<file path="src/rtl/hazard_control_unit.sv">
// rtl/hazard_control_unit.sv - pipeline hazard, pause/UART drain and blocking-wait controller
// All state advances on the falling clock edge; every output is a registered flop.
module hazard_control_unit #(
  parameter int                    STAGE_CNT  = 5,
  parameter int                    FWD_DEPTH  = 2,
  parameter int                    REG_ADDR_W = 5,
  parameter int                    ISA_W      = 32,
  parameter logic [ISA_W-1:0]      PC_MAX     = 32'h0000_3FFC,
  parameter int                    WAIT_CNT   = 2,
  localparam int                   WID_W      = (WAIT_CNT > 1) ? $clog2(WAIT_CNT) : 1
) (
  input  logic                            clk,
  input  logic                            rst_n,
  input  logic                            uart_complete,
  input  logic                            reg_1_valid,
  input  logic                            reg_2_valid,
  input  logic                            branch_instruction,
  input  logic [REG_ADDR_W-1:0]           id_reg_1_idx,
  input  logic [REG_ADDR_W-1:0]           id_reg_2_idx,
  input  logic [FWD_DEPTH-1:0]            fwd_write_enable,
  input  logic [FWD_DEPTH-1:0]            fwd_no_op,
  input  logic [FWD_DEPTH*REG_ADDR_W-1:0] fwd_reg_dest_idx,
  input  logic                            ex_mem_read_enable,
  input  logic [ISA_W-1:0]                pc_next,
  input  logic                            cpu_pause,
  input  logic                            cpu_resume,
  input  logic [WAIT_CNT-1:0]             wait_req,
  input  logic [WAIT_CNT-1:0]             wait_done,
  output logic                            uart_disable,
  output logic                            pc_reset,
  output logic [2*STAGE_CNT-1:0]          hazard_control,
  output logic [1:0]                      cpu_state,
  output logic [2:0]                      issue_type,
  output logic [WID_W-1:0]                wait_id,
  output logic [31:0]                     stall_cycles
);

  localparam logic [1:0] ST_IDLE      = 2'd0;
  localparam logic [1:0] ST_EXECUTE   = 2'd1;
  localparam logic [1:0] ST_HAZARD    = 2'd2;
  localparam logic [1:0] ST_INTERRUPT = 2'd3;

  localparam logic [2:0] ISS_NONE  = 3'd0;
  localparam logic [2:0] ISS_DATA  = 3'd1;
  localparam logic [2:0] ISS_UART  = 3'd2;
  localparam logic [2:0] ISS_PAUSE = 3'd3;
  localparam logic [2:0] ISS_WAIT  = 3'd4;

  localparam logic [1:0] CTL_HOLD  = 2'b01;
  localparam logic [1:0] CTL_NO_OP = 2'b10;

  localparam int                     DRN_W      = (STAGE_CNT > 1) ? $clog2(STAGE_CNT) : 1;
  localparam logic [DRN_W-1:0]       DRAIN_INIT = DRN_W'(STAGE_CNT - 1);
  localparam logic [2*STAGE_CNT-1:0] HC_ALL_NOP = {STAGE_CNT{CTL_NO_OP}};

  logic [1:0]             state_q, state_d;
  logic [2:0]             issue_q, issue_d;
  logic [2*STAGE_CNT-1:0] hc_q, hc_d;
  logic                   uart_disable_q, uart_disable_d;
  logic                   pc_reset_q, pc_reset_d;
  logic [WID_W-1:0]       wait_id_q, wait_id_d;
  logic [31:0]            stall_q, stall_d;
  logic [DRN_W-1:0]       drain_q, drain_d;

  logic [FWD_DEPTH-1:0]   conflict;
  logic [WAIT_CNT-1:0]    wait_pend;
  logic [WID_W-1:0]       wait_sel;
  logic                   data_hazard, uart_hazard, wait_hit;
  logic                   drained, drain_exit, wait_exit;
  logic [2*STAGE_CNT-1:0] hc_data, hc_drain;

  always_comb begin
    conflict = '0;
    for (int k = 0; k < FWD_DEPTH; k++) begin
      conflict[k] = fwd_write_enable[k] & ~fwd_no_op[k] &
        ((reg_1_valid & (id_reg_1_idx == fwd_reg_dest_idx[k*REG_ADDR_W +: REG_ADDR_W])) |
         (reg_2_valid & (id_reg_2_idx == fwd_reg_dest_idx[k*REG_ADDR_W +: REG_ADDR_W])));
    end
  end

  assign data_hazard = (branch_instruction & (|conflict)) | (ex_mem_read_enable & conflict[0]);
  assign uart_hazard = pc_next > PC_MAX;
  assign wait_pend   = wait_req & ~wait_done;
  assign wait_hit    = |wait_pend;

  // Scan downward so the lowest pending index wins.
  always_comb begin
    wait_sel = '0;
    for (int i = WAIT_CNT - 1; i >= 0; i--) begin
      if (wait_pend[i]) wait_sel = WID_W'(i);
    end
  end

  assign drained    = (drain_q == '0);
  assign drain_exit = drained & uart_complete & ((issue_q == ISS_UART) | cpu_resume);
  assign wait_exit  = wait_done[wait_id_q] | ~wait_req[wait_id_q];

  always_comb begin
    hc_data        = '0;
    hc_data[1:0]   = CTL_HOLD;
    hc_data[3:2]   = CTL_HOLD;
    hc_data[5:4]   = CTL_NO_OP;
    hc_drain       = '0;
    hc_drain[1:0]  = CTL_NO_OP;
  end

  always_ff @(negedge clk) begin
    if (!rst_n) begin
      state_q        <= ST_IDLE;
      issue_q        <= ISS_NONE;
      hc_q           <= '0;
      uart_disable_q <= 1'b1;
      pc_reset_q     <= 1'b0;
      wait_id_q      <= '0;
      stall_q        <= '0;
      drain_q        <= '0;
    end else begin
      state_q        <= state_d;
      issue_q        <= issue_d;
      hc_q           <= hc_d;
      uart_disable_q <= uart_disable_d;
      pc_reset_q     <= pc_reset_d;
      wait_id_q      <= wait_id_d;
      stall_q        <= stall_d;
      drain_q        <= drain_d;
    end
  end

  always_comb begin
    state_d = state_q;
    case (state_q)
      ST_IDLE:      state_d = ST_EXECUTE;
      ST_EXECUTE: begin
        if (data_hazard | cpu_pause | uart_hazard) state_d = ST_HAZARD;
        else if (wait_hit)                         state_d = ST_INTERRUPT;
      end
      ST_HAZARD: begin
        if ((issue_q == ISS_DATA) ? ~data_hazard : drain_exit) state_d = ST_EXECUTE;
      end
      ST_INTERRUPT: if (wait_exit) state_d = ST_EXECUTE;
      default:      state_d = ST_IDLE;
    endcase
  end

  always_comb begin
    issue_d        = issue_q;
    hc_d           = hc_q;
    uart_disable_d = uart_disable_q;
    pc_reset_d     = 1'b0;
    wait_id_d      = wait_id_q;
    drain_d        = drain_q;
    stall_d        = ((state_q != ST_EXECUTE) && (stall_q != 32'hFFFF_FFFF)) ? stall_q + 32'd1 : stall_q;
    case (state_q)
      ST_EXECUTE: begin
        if (data_hazard) begin
          issue_d = ISS_DATA;
          hc_d    = hc_data;
        end else if (cpu_pause | uart_hazard) begin
          issue_d = cpu_pause ? ISS_PAUSE : ISS_UART;
          hc_d    = hc_drain;
          drain_d = DRAIN_INIT;
        end else if (wait_hit) begin
          issue_d   = ISS_WAIT;
          hc_d      = HC_ALL_NOP;
          wait_id_d = wait_sel;
        end
      end
      ST_HAZARD: begin
        if (issue_q == ISS_DATA) begin
          if (!data_hazard) begin
            issue_d = ISS_NONE;
            hc_d    = '0;
          end
        end else if (drain_exit) begin
          issue_d        = ISS_NONE;
          hc_d           = '0;
          uart_disable_d = 1'b1;
          pc_reset_d     = (issue_q == ISS_UART);
        end else if (!drained) begin
          // UART is released on the same edge the counter lands on zero.
          drain_d        = drain_q - DRN_W'(1);
          uart_disable_d = (drain_q != DRN_W'(1));
        end else begin
          uart_disable_d = 1'b0;
        end
      end
      ST_INTERRUPT: begin
        if (wait_exit) begin
          issue_d   = ISS_NONE;
          hc_d      = '0;
          wait_id_d = '0;
        end
      end
      default: ;
    endcase
  end

  assign uart_disable   = uart_disable_q;
  assign pc_reset       = pc_reset_q;
  assign hazard_control = hc_q;
  assign cpu_state      = state_q;
  assign issue_type     = issue_q;
  assign wait_id        = wait_id_q;
  assign stall_cycles   = stall_q;

endmodule
</file>
<file path="config.mk">
export PLATFORM = sky130hd
export DESIGN_NAME = hazard_control_unit
export DESIGN_NICKNAME = d
export VERILOG_FILES = /design/src/rtl/hazard_control_unit.sv
export SDC_FILE = /design/constraint.sdc
export NUM_CORES = 1
export LEC_CHECK = 0
export ABC_AREA = 1
export ABC_CLOCK_PERIOD_IN_PS = 2300
export CAP_MARGIN = 20
export CORE_ASPECT_RATIO = 1.75
export CORE_MARGIN = 2
export CORE_UTILIZATION = 40
export CTS_CLUSTER_DIAMETER = 200
export CTS_CLUSTER_SIZE = 16
export DETAILED_ROUTE_END_ITERATION = 8
export GPL_TIMING_DRIVEN = 0
export PLACE_DENSITY = 0.7
export SLEW_MARGIN = 10
export SYNTH_ARGS = -nofsm -noshare
export SYNTH_HDL_FRONTEND = slang
export SYNTH_SLANG_ARGS = --single-unit
</file>
<file path="constraint.sdc">
create_clock -name clk -period 2.3 [get_ports clk]
set_clock_uncertainty 0.2 [all_clocks]
set_input_delay 0.345 -clock clk [delete_from_list [all_inputs] [get_ports clk]]
set_output_delay 0.345 -clock clk [all_outputs]
set_load 0.005 [all_outputs]
</file>
==> results.md, run 1 <==
- Post-synth top area share: 28.7%
- Bufs and invs on worst path: 3
- First drt pass iteration count: 5
- YS warnings: 0
- Synth async-reset ratio: 0%
- WL final: 11900 um
- Failing checks: negative setup slack
- Wirelength per Cell: 13.9 um
- Met2 usage: 53.0%
- Library cells used by synthesis: 38
- Grt peak-use layer: met2
- PortBufs: 114
- Worst hold path class: register to register
- Crit-path cells: buf_6, inv_4, nand2_2, nand2_2, nor2_1, nand3_1, nand2_2, nand2_4, nand2_4, a21oi_4, buf_4, nand4_1, a21oi_1
- Post-synth EDFFs: 0
- DP HPWL: 8380 um
- Synth Flop Type: dfxtp_1
- CP max FO: 4
- WS Path Type: input port to register
- First-pass GRT wire length: 19100 um
- I/O pins: 119
- Mapped Cells: 536
- VDD IR max: 0.447 mV
- CP startpoint kind: input port
- Max cap viols: 0
- Vias per cell: 5.17
- Post-DRT Antenna Nets: 0
- DRC Markers: 0
- Nets@finish: 841
- Placed cells: 742
- Setup crit end kind: register
- Mapped Avg Cell Area: 5.99 um2
- Initial Utilization: 40.9%
- Crit-path max cell delay: 0.24 ns
- CP max-delay cell: a21oi_4
- Vias in the first global route: 4486
- Worst-path clk slew: 0.04 ns
- Core box area: 7860 um2
- Grt met3 use: 6.90%
- Top-count cell post-synth: nand2_1
- Crit path arrival time: 1.63 ns
- Mapped cell area: 3210 um2
- CTS root buffer: clkbuf_16
- Share of cells above drive strength 1: 42.5%
- Final worst setup slack: -0.394 ns
- Die area: 8790 um2
- Fin. max-slew vios: 0
- N_diodes: 0
- CTS buffer count: 5
- Register area share after synthesis: 28.7%
- Tot GR Track Use: 27.4%
- Hold Fails Final Rpt: 0
- Worst skew pair latency: 0.38 ns
- Crit path required time: 1.24 ns
- H-tree depth: 2
- Vias: 4442
- # setup viols final: 59
- CTS tree: built
- Global route overflow: 0
- Clock Path Buffers: 2
- Layout Cells excl Fill: 859
- Dominant cell type by area after synthesis: dfxtp_1
- Run status: finished, violations left
- Top cells by count, synth: 163 x nand2_1, 75 x nor2_1, 67 x inv_1, 46 x dfxtp_1, 33 x a21oi_1
- Initial antenna violation count: 0
- RD Place Congestion: 0.926
- # rows: 43
- Largest net degree at the start of global routing: 15
- Top cells by area, synth: dfxtp_1 29%, nand2_1 19%, nor2_1 8.8%, inv_1 7.8%, a21oi_1 5.1%
- P&R area growth vs syn: 76.1%
- Setup Slack @ Placement: -1.27 ns
- Met1 Resource Use GR: 23.0%
- Power Total: 3140 uW
- Pwr dens: 555 nW/um2
- Delay-heaviest family, CP: simple AND/OR/NAND/NOR gates
- Leakage power total: 0.00284 uW
- Post-layout util: 72.0%
- Fill cells: 674
- Crit-path most repeated cell: nand2_2
- CTS sink cnt: 46
- Die H: 123 um
- Hold slack: 0.259 ns
- Die Width: 71.8 um
- Seq cells post-synth: 46
- DRT iter0 DRCs: 234
- RSZ-0062 raised after global routing: true
==> worst min-delay path, stage by stage (launching register included) <==
cell and delay, ns:
dfxtp_1 0.30, nand2_1 0.05, a21oi_1 0.05
==> through the flow <==
| stage | cell area (um2) | TNS (ns) |
|---|---|---|
| 2_1_floorplan | 3260 | -5.14 |
| 3_3_place_gp | 4520 | -35.60 |
| 3_5_place_dp | 4520 | -36.66 |
| 4_1_cts | 5370 | -14.34 |
| 5_1_grt | 5660 | -16.24 |
| 6_report | 5660 | -14.12 |
==> state kept, by name, indices dropped and copies added (netlist names) <==
name / flops
cpu_state: 2
issue_type: 2
uart_disable: 1
pc_reset: 1
stall_cycles: 32
hazard_control: 4
drain_q: 3
wait_id: 1
==> cell usage in the layout (no fill, tap or decap), drive strengths merged, types with 6 or more instances in the layout <==
| cell type | synthesis | layout |
|---|---|---|
| xor2 | 10 | 10 |
| clkbuf | 5 | 9 |
| dlygate4sd2 | 0 | 15 |
| inv | 76 | 123 |
| a21oi | 34 | 34 |
| nor4 | 6 | 6 |
| nor3 | 16 | 16 |
| nor2 | 81 | 81 |
| clkdlybuf4s15 | 0 | 8 |
| nand2 | 167 | 167 |
| buf | 10 | 166 |
| o21ai | 19 | 19 |
| nand3 | 27 | 27 |
| dfxtp | 46 | 46 |
| nand4 | 16 | 16 |
==> logic make-up after synthesis <==
family,share of synthesized area [%]
adders and majority gates,1.56
other,0.117
buffers and inverters,12.1
xor gates and xnor gates,4.09
and+or+nand+nor,43.5
DFF,28.7
AOI/OAI and AO/OA,9.93
==> metal layers <==
metal | vias to the layer above | share of wire, %
met4 | 0 | 5.4
met1 | 2014 | 31
met3 | 56 | 6.2
li1 | 2159 | -
met5 | - | 0
met2 | 213 | 57
==> power breakdown <==
| group | total, uW | internal [uW] | switching, uW | leakage, uW |
|---|---|---|---|---|
| combinational | 1170 | 558 | 607 | 0.00212 |
| sequential | 921 | 867 | 53.9 | 0.000399 |
| clock | 1050 | 509 | 543 | 0.000321 |
| total | 3140 | 1930 | 1200 | 0.00284 |
==> cell type report <==
class / instances / area (um2) / area share (%)
clock buffers: 5 / 125 / 2.21
flip-flops and latches: 46 / 1030 / 18.3
clock inverters: 49 / 191 / 3.38
plain buffers: 14 / 116 / 2.06
multi-input cells: 400 / 2160 / 38.2
well taps: 90 / 113 / 1.99
repair buffers: 179 / 1610 / 28.4
inverters: 76 / 310 / 5.49
==> what timing repair did <==
action	CTS	global route
setup endpoints to repair	61	74
hold buffers	0	0
buffers inserted	54	11
resized for setup	558	64
pin swaps	82	57
==> worst paths after layout <==
kind | startpoint | slack, ns | end | cells past startpoint
worst min register to register | drain_q[2]$_SDFFE_NN0P_ | 0.26 | drain_q[2]$_SDFFE_NN0P_ | 2
worst min-delay path | drain_q[2]$_SDFFE_NN0P_ | 0.26 | drain_q[2]$_SDFFE_NN0P_ | 2
worst max-delay path | id_reg_2_idx[3] | -0.39 | hazard_control[5]$_SDFFE_NN0P_ | 13
worst max register to register | hazard_control[7]$_SDFFE_NN0P_ | 0.06 | hazard_control[5]$_SDFFE_NN0P_ | 12
No activity file was read; power rests on OpenSTA's default activity.
==> run 2, diff against run 1 <==
CORE_UTILIZATION = 45   (was 40)
PLACE_DENSITY = 0.78   (was 0.7)
==> results.md, run 2 (synthesized netlist as in run 1, its figures left out) <==
- R2R setup slack: -0.11 ns
- Vias: 4672
- CTS root buffer: clkbuf_16
- N_diodes: 0
- Crit path required time: 1.25 ns
- Leakage power total: 0.00286 uW
- CTS sink cnt: 46
- Leading cell type in the layout, fill and taps excluded: nand2_1
- Core box area: 6910 um2
- RSZ-0062 raised after global routing: true
- CP startpoint kind: input port
- Setup crit end kind: register
- Largest net degree at the start of global routing: 14
- Die area: 7860 um2
- Most frequent cells in the layout: 119 x nand2_1, 93 x inv_1, 70 x buf_4
- CP max FO: 7
- Delay-heaviest family, CP: simple AND/OR/NAND/NOR gates
- VDD IR max: 0.394 mV
- FF-to-FF path depth: 12
- Placed cells: 736
- H-tree depth: 2
- Vias in the first global route: 4486
- RD Place Congestion: 0.961
- Crit-path max cell delay: 0.24 ns
- Fin. max-slew vios: 0
- Hold Fails Final Rpt: 0
- Share of cells above drive strength 1: 46.4%
- WL final: 14000 um
- Tot GR Track Use: 32.7%
- Worst hold path class: register to register
- Crit path arrival time: 1.73 ns
- PortBufs: 114
- Crit-path cells: buf_6, inv_2, nand2_1, nand2_2, nor2_2, nand3_1, nand2_2, nand2_4, nand2_4, a21oi_4, nand3_4, nand2_2, nand2_1, nor2_1
- Failing checks: negative setup slack
- Die H: 116 um
- Die Width: 67.9 um
- CTS tree: built
- CP max-delay cell: a21oi_4
- Reg2Reg Launch Point: hazard_control[7]$_SDFFE_NN0P_
- Nets@finish: 845
- Clock Path Buffers: 2
- Crit-path most repeated cell: nand2_2
- Max reg flops: 32
- Bufs and invs on worst path: 2
- Pwr dens: 601 nW/um2
- DP HPWL: 8410 um
- Min-Delay Path Depth: 2
- Initial antenna violation count: 0
- Vias per cell: 5.45
- Wirelength per Cell: 16.3 um
- DRT iter0 DRCs: 319
- Max cap viols: 0
- Reg2reg end: issue_type[0]$_SDFFE_NN0P_
- Setup TNS: -15.36 ns
- Worst skew pair latency: 0.40 ns
- Post-DRT Antenna Nets: 0
- # rows: 40
- Hold Path Sink: hazard_control[5]$_SDFFE_NN0P_
- DP Area: 4510 um2
- I/O pins: 119
- Final Instance Area: 5770 um2
- Initial Utilization: 46.5%
- Worst Hold Launch: hazard_control[5]$_SDFFE_NN0P_
- Global route overflow: 0
- Final worst setup slack: -0.487 ns
- First-pass GRT wire length: 19200 um
- P&R area growth vs syn: 79.5%
- WS Path Type: input port to register
- DRC Markers: 0
- CTS buffer count: 5
- # setup viols final: 60
- Setup Slack @ Placement: -1.32 ns
- Run status: finished, violations left
- First drt pass iteration count: 5
- Layout Cells excl Fill: 857
- Worst-path clk slew: 0.04 ns
[run 2: changes by cell type in the layout (fill, tap and decap cells not counted), sizes merged]
cell	change
clkinvlp	+1
buf	+5
dlygate4sd2	-1
inv	-1
clkbuf	+4
clkdlybuf4s15	-4
bufinv	+1
clkinv	-1
[run 2: worst max path at each step]
stage / startpoint / end / slack [ns] / cells past startpoint
CTS: pc_next[18] / hazard_control[7]$_SDFFE_NN0P_ / -0.41 / 11
global placement: id_reg_1_idx[3] / issue_type[1]$_SDFFE_NN0P_ / -1.24 / 14
floorplan: pc_next[27] / issue_type[0]$_SDFFE_NN0P_ / -0.48 / 10
finish: id_reg_1_idx[4] / issue_type[0]$_SDFFE_NN0P_ / -0.49 / 14
global route: fwd_reg_dest_idx[3] / issue_type[0]$_SDFFE_NN0P_ / -0.55 / 14
detailed placement: id_reg_1_idx[3] / issue_type[1]$_SDFFE_NN0P_ / -1.32 / 14
[run 2: power breakdown]
part,leakage [uW],internal [uW],switching (uW)
combinational,0.00213,616,714
clock,0.000326,615,597
sequential,0.000399,867,58.8
total,0.00286,2100,1370
[run 2: timing repair]
action	CTS	global route
buffers inserted	54	14
endpoints found under the setup margin	61	81
pin swaps	76	69
hold buffers	0	0
resized for setup	552	107
[run 2: routing by layer]
layer  up-vias  routed length, um  part of all wire (%)  global-route usage [%]
met4         0               1200                   8.6                    25.5
met2       280               7670                    55                    61.5
met3       102                847                   6.1                    8.45
met1      2136               4270                    31                    27.2
li1       2154                  -                     -                       -
met5         -                  0                     0                       0
[run 2: area by class of cell]
| cell class | instances | area (um2) |
|---|---|---|
| inverter | 76 | 318 |
| clock buffer | 5 | 125 |
| sequential | 46 | 1030 |
| tap | 84 | 105 |
| clock inverter | 49 | 211 |
| timing repair buffer | 182 | 1620 |
| fill | 425 | 1140 |
| buffer | 15 | 125 |
| multi-input combinational | 400 | 2240 |
[run 2: stage by stage]
| stage | hold WS (ns) | util, % | total power (uW) |
|---|---|---|---|
| floorplan | 0.245 | - | 1560 |
| global placement | 0.250 | 65.3 | 1940 |
| detailed placement | 0.257 | 65.3 | 1960 |
| CTS | 0.264 | 77.0 | 3130 |
| global route | 0.302 | 83.5 | 3670 |
| finish | 0.292 | 83.5 | 3470 |
[run 2: worst min-delay path, stage by stage (launching register included)]
cell and delay, ns:
dfxtp_2 0.31, nand2_1 0.08, a21oi_2 0.06
==> edit 1: new RTL, config.mk and constraints of run 1 <==
Change the parameter `REG_ADDR_W` from 5 to 6.
--- a/src/rtl/hazard_control_unit.sv
+++ b/src/rtl/hazard_control_unit.sv
@@ -5,3 +5,3 @@
   parameter int                    FWD_DEPTH  = 2,
-  parameter int                    REG_ADDR_W = 5,
+  parameter int                    REG_ADDR_W = 6,
   parameter int                    ISA_W      = 32,
Interface: changed (resized fwd_reg_dest_idx, id_reg_1_idx and id_reg_2_idx); port bits go from 119 to 123. No check against the original RTL was run, so the function may have changed too.
==> edit 1 against run 1 <==
  * Combinational power hardly changed
  * Worst setup slack worse by 80 ps
  * Sequential power is 1% higher
  * Power is 1.6% higher
  * Synthesized area is 0.82% higher
  * Via count is 1.7% lower
  * First-iteration DRC count is 35% higher
  * Largest cell class unchanged
  * The flow still finishes with violations (setup timing)
  * Largest power group unchanged
  * Critical path type unchanged
  * Wire length is 0.69% lower
  * Utilization is 0.59 points higher
  * Synthesized cell count is 0.37% higher
  * Count of clock-buffer cells in the layout stayed put
  * Cell area is 1.5% higher
  * Sequential cell count stayed put
  * Highest routed layer unchanged
==> edit 1: results (changes against run 1) <==
[setup_path]
rr_worst_depth=11  ; -1
worst_r2r_endpoint=drain_q[1]
r2r-start=cpu_state[1]
critPathMaxFanout=7  ; +3
rrSetupSlack_ps=-10  ; -70 ps
cp-endpoint=issue_type[0]
critPathLaunch=id_reg_1_idx[1]
cp.arrival_ps=1680  ; +50 ps

[clock_network]
clk_path_buf_depth=2  ; unchanged
worstSkewPairLatency_ps=380  ; about the same
cts.clk_slew.worst_paths_ps=40  ; about the same
cts_root_buffer=clkbuf_16
cts_made_buffers=5  ; unchanged
htreeDepth=2  ; unchanged

[place]
place.gp.congestion=0.954  ; +3.0%
dpl.hpwl_mm=8.38  ; about the same
pre_cts_slack_ps=-1460  ; -185 ps
placed_area_sq_mm=0.00460  ; +1.7%
io_buffers=119  ; +4.4%

[timing]
slew_headroom_pct=65.8
worst_slack_ps=-474  ; -80.2 ps
setup_violations=59  ; unchanged

[grt]
grt_pass1_wl_mm=18.6  ; -2.5%
antenna_found_initial=0  ; unchanged
grt_usage_pct=26.7  ; -0.70 points
first_global_vias=4511  ; +0.56%
grt_max_degree=16  ; +1

[synth]
async_flop_share_pct=0  ; unchanged
ys_warn_count=0  ; unchanged
synthTopCellsByArea=dfxtp_1, nand2_1, inv_1, nor2_1, a21oi_1
yosysUniqueCellTypes=38  ; unchanged
synth_common_cells=nand2_1, inv_1, nor2_1
synth-seq-area-share_pct=28.4  ; -0.23 points

[pwr]
irDropWorstVdd_uv=386  ; -14%
p_leak_nw=2.84  ; +0.20%

[finish]
final_common_cell=nand2_1
final_nets=842  ; +0.12%
diodes=0  ; unchanged
largest_reg_flops=32  ; unchanged
drive_gt1_share_pct=39.8  ; -2.7 points

[detailed_routing]
drt_first_pass_iters=5  ; unchanged
viasPerCell=5.10  ; -1.3%
first_iter_violations=316  ; +35%
routed_wl_mm=11.8  ; -0.69%

[worst_hold_path]
hold_path.class=reg -> reg

[outcome]
violations=setup timing
status=finished with violations

## edit 1: cell count changes in the layout (fill, tap and decap cells not counted), sizes merged, moves of 5 or more
cell | run 1 | this run
clkdlybuf4s15 | 8 | 17
nor2 | 81 | 68
buf | 166 | 146
inv | 123 | 133
a21oi | 34 | 39
nand2 | 167 | 154
## edit 1: cells by family (layout without fill, tap and decap cells)
family	Yosys count	after routing	synth area share, %
buffers and inverters	102	328	13.0
and+or+nand+nor	297	297	40.4
AOI/OAI and AO/OA	70	70	11.7
adders and majority gates	4	4	1.55
xor gates and xnor gates	18	18	4.87
other	1	3	0.116
DFF	46	46	28.4
## edit 1: through the flow
step | utilization (%) | setup TNS [ps] | instances | power (mW)
2_1_floorplan | - | -5500 | 540 | 1.55
3_3_place_gp | 58.1 | -54530 | 749 | 1.94
3_5_place_dp | 58.1 | -55620 | 749 | 1.96
4_1_cts | 67.2 | -14280 | 844 | 3.01
5_1_grt | 72.6 | -16860 | 856 | 3.41
6_report | 72.6 | -14930 | 856 | 3.19
## edit 1: routing by layer
| metal | wire length, um | GRT usage (%) | vias up |
|---|---|---|---|
| li1 | - | - | 2161 |
| met1 | 3790 | 22.4 | 1957 |
| met2 | 6690 | 50.5 | 211 |
| met3 | 788 | 7.25 | 39 |
| met4 | 557 | 21.9 | 0 |
| met5 | 0 | 0 | - |
## edit 1: repair_timing
item	CTS	global route
pin swaps	88	40
setup endpoints to repair	92	84
setup buffers	43	13
gates resized for setup	546	94
## edit 1: layout make-up
cell class,instances,area [sq um]
flip-flops and latches,46,1020
multi-input cells,392,2270
well taps,90,113
fillers,658,2170
plain buffers,13,114
inverters,87,372
repair buffers,174,1530
clock inverters,49,196
clock buffers,5,125
## edit 1: worst min-delay path by stage
stage                            startpoint                end  slack, ps  cells after the start
after global routing             drain_q[2]         drain_q[2]        280                      2
after detailed placement  hazard_control[1]  hazard_control[1]        260                      2
after floorplan                  drain_q[2]         drain_q[2]        250                      2
final                     hazard_control[5]  hazard_control[5]        270                      2
after global placement    hazard_control[1]  hazard_control[1]        250                      2
after CTS                        drain_q[2]         drain_q[2]        260                      2
## edit 1: critical path: stages
cell and delay [ps]:
buf_12 110, inv_12 40, nand2_2 40, nand2_1 50
inv_1 40, nand2_1 80, nor2_1 50, nand2_1 70
nand2_2 90, nand2_4 110, nand2_8 70, a21oi_4 230
nand3_4 140, nor2_1 140, nor2_1 50
## edit 1: report_power, final
group | internal (mW) | total (mW) | switching, mW | leakage, nW
Combinational | 0.560 | 1.17 | 0.613 | 2.12
Sequential | 0.873 | 0.934 | 0.0606 | 0.398
Clock | 0.515 | 1.08 | 0.566 | 0.319
==> edit 2: new RTL, settings of run 1 <==
Made on the original files. Make the reset (`rst_n`) asynchronous in one clocked block.
--- a/src/rtl/hazard_control_unit.sv
+++ b/src/rtl/hazard_control_unit.sv
@@ -106,3 +106,3 @@
 
-  always_ff @(negedge clk) begin
+  always_ff @(negedge clk or negedge rst_n) begin
     if (!rst_n) begin
Behaviour: differs if rst_n is asserted again (counterexample within 4 cycles, from zero or initial values and one cycle with rst_n low); with rst_n held inactive, the same outputs for 10 cycles.
==> edit 2 against run 1 <==
  * Worst setup slack worse by 58 ps
  * Sequential cell count stayed put
  * Cell area is 3.3% lower
  * Synthesized area is 2.1% higher
  * Power is 26% higher
  * The run still ends with setup timing left
  * Critical endpoint is now hazard_control[9]
  * Worst hold slack worse by 16 ps
  * Wire length is 5.7% lower
  * Combinational power is 84% higher
  * Utilization is 3.3 points lower
  * Highest routed layer unchanged
==> edit 2: results (changes against run 1) <==
[outcome]
status=finished with violations
violations=setup timing

[finish]
fillers=701  ; +4.0%
nNonClkBuffers=205  ; +6.2%
num-multi-input-gates=362  ; -9.5%
regArea_sq_mm=0.00115  ; +12%
syn_to_final_growth_pct=66.8
final_cells=768  ; -11%
multi_input_area_share_pct=39.0  ; +0.78 points

[setup_path]
max_stage_delay_ps=450  ; +210 ps
critPathMaxFanout=3  ; -1
critPathLaunch=hazard_control[7]
cpMaxStageDelayCell=dfrtn_1
cp.arrival_ps=2210  ; +580 ps
rr_worst_depth=10  ; -2

[synth]
synth-seq-area-share_pct=35.1  ; +6.5 points
synthXorXnorAreaFrac_pct=8.28  ; +4.2 points
yosysUniqueCellTypes=36  ; -5.3%
synth_fa_ha_area_share_pct=1.14  ; -0.41 points

[grt]
grt_usage_pct=25.0  ; -2.5 points
grt_max_degree=28  ; +13
grt_pass1_wl_mm=17.4  ; -8.7%
first_global_vias=3955  ; -12%

[detailed_routing]
first_iter_violations=206  ; -12%
routed_wl_mm=11.2  ; -5.7%
drt_first_pass_iters=4  ; -1

[pwr]
p_sw_mw=1.62  ; +34%

[place]
pre_cts_slack_ps=-1420  ; -145 ps
dpl.hpwl_mm=7.99  ; -4.7%
placed_area_sq_mm=0.00460  ; +1.7%

[timing]
worst_slack_ps=-451  ; -57.6 ps
setup_violations=60  ; +1.7%

-- edit 2: cell types whose count changed after synthesis, sizes merged, moves of 3 or more --
cell | before | now
a21oi | 34 | 2
nand3 | 27 | 21
dfrtn | 0 | 45
nor2 | 81 | 66
xor2 | 10 | 23
o21ai | 19 | 11
xnor2 | 5 | 8
dfxtp | 46 | 0
nand2 | 167 | 175
clkbuf | 5 | 0
inv | 76 | 57
nor3 | 16 | 21
-- edit 2: power groups by stage --
stage,Clock (mW),Sequential (mW),Combinational (mW)
2_1_floorplan,0.00544,1.14,0.850
3_3_place_gp,0.00544,1.16,1.42
3_5_place_dp,0.00544,1.17,1.46
4_1_cts,0.758,1.07,1.85
5_1_grt,0.785,1.09,2.32
6_report,0.741,1.07,2.15
-- edit 2: what timing repair did --
action	CTS	global route
endpoints found under the hold margin	0	0
pin swaps	87	51
setup endpoints to repair	82	76
gates resized for setup	486	80
buffers inserted	63	19
-- edit 2: routing by layer --
layer  vias to the layer above  wire, um  GRT usage [%]
met3                        43       604           4.69
met1                      1800      3750           23.1
met4                         0       620           14.1
met5                         -         0              0
met2                       161      6260           49.1
li1                       1883         -              -
-- edit 2: worst max-delay path: cells and delay by family (launching register included) --
| family | cells | cell delay, ps |
|---|---|---|
| buffers and inverters | 3 | 300 |
| DFF | 1 | 450 |
-- edit 2: cells by family (layout without fill, tap and decap cells) --
kind of cell    after synthesis  count (layout)
simple gates                309             309
xor+xnor                     31              31
flops                        46              46
fa+ha+maj                     3               3
buf+inv                      67             270
compound gates               16              16
other cells                   1               3
-- edit 2: worst paths after layout --
path                                      to
setup / recovery           hazard_control[9]
hold / removal                    drain_q[0]
setup reg to reg            stall_cycles[28]
hold reg to reg                   drain_q[0]
max in group asynchronous    stall_cycles[7]
min in group asynchronous   stall_cycles[29]
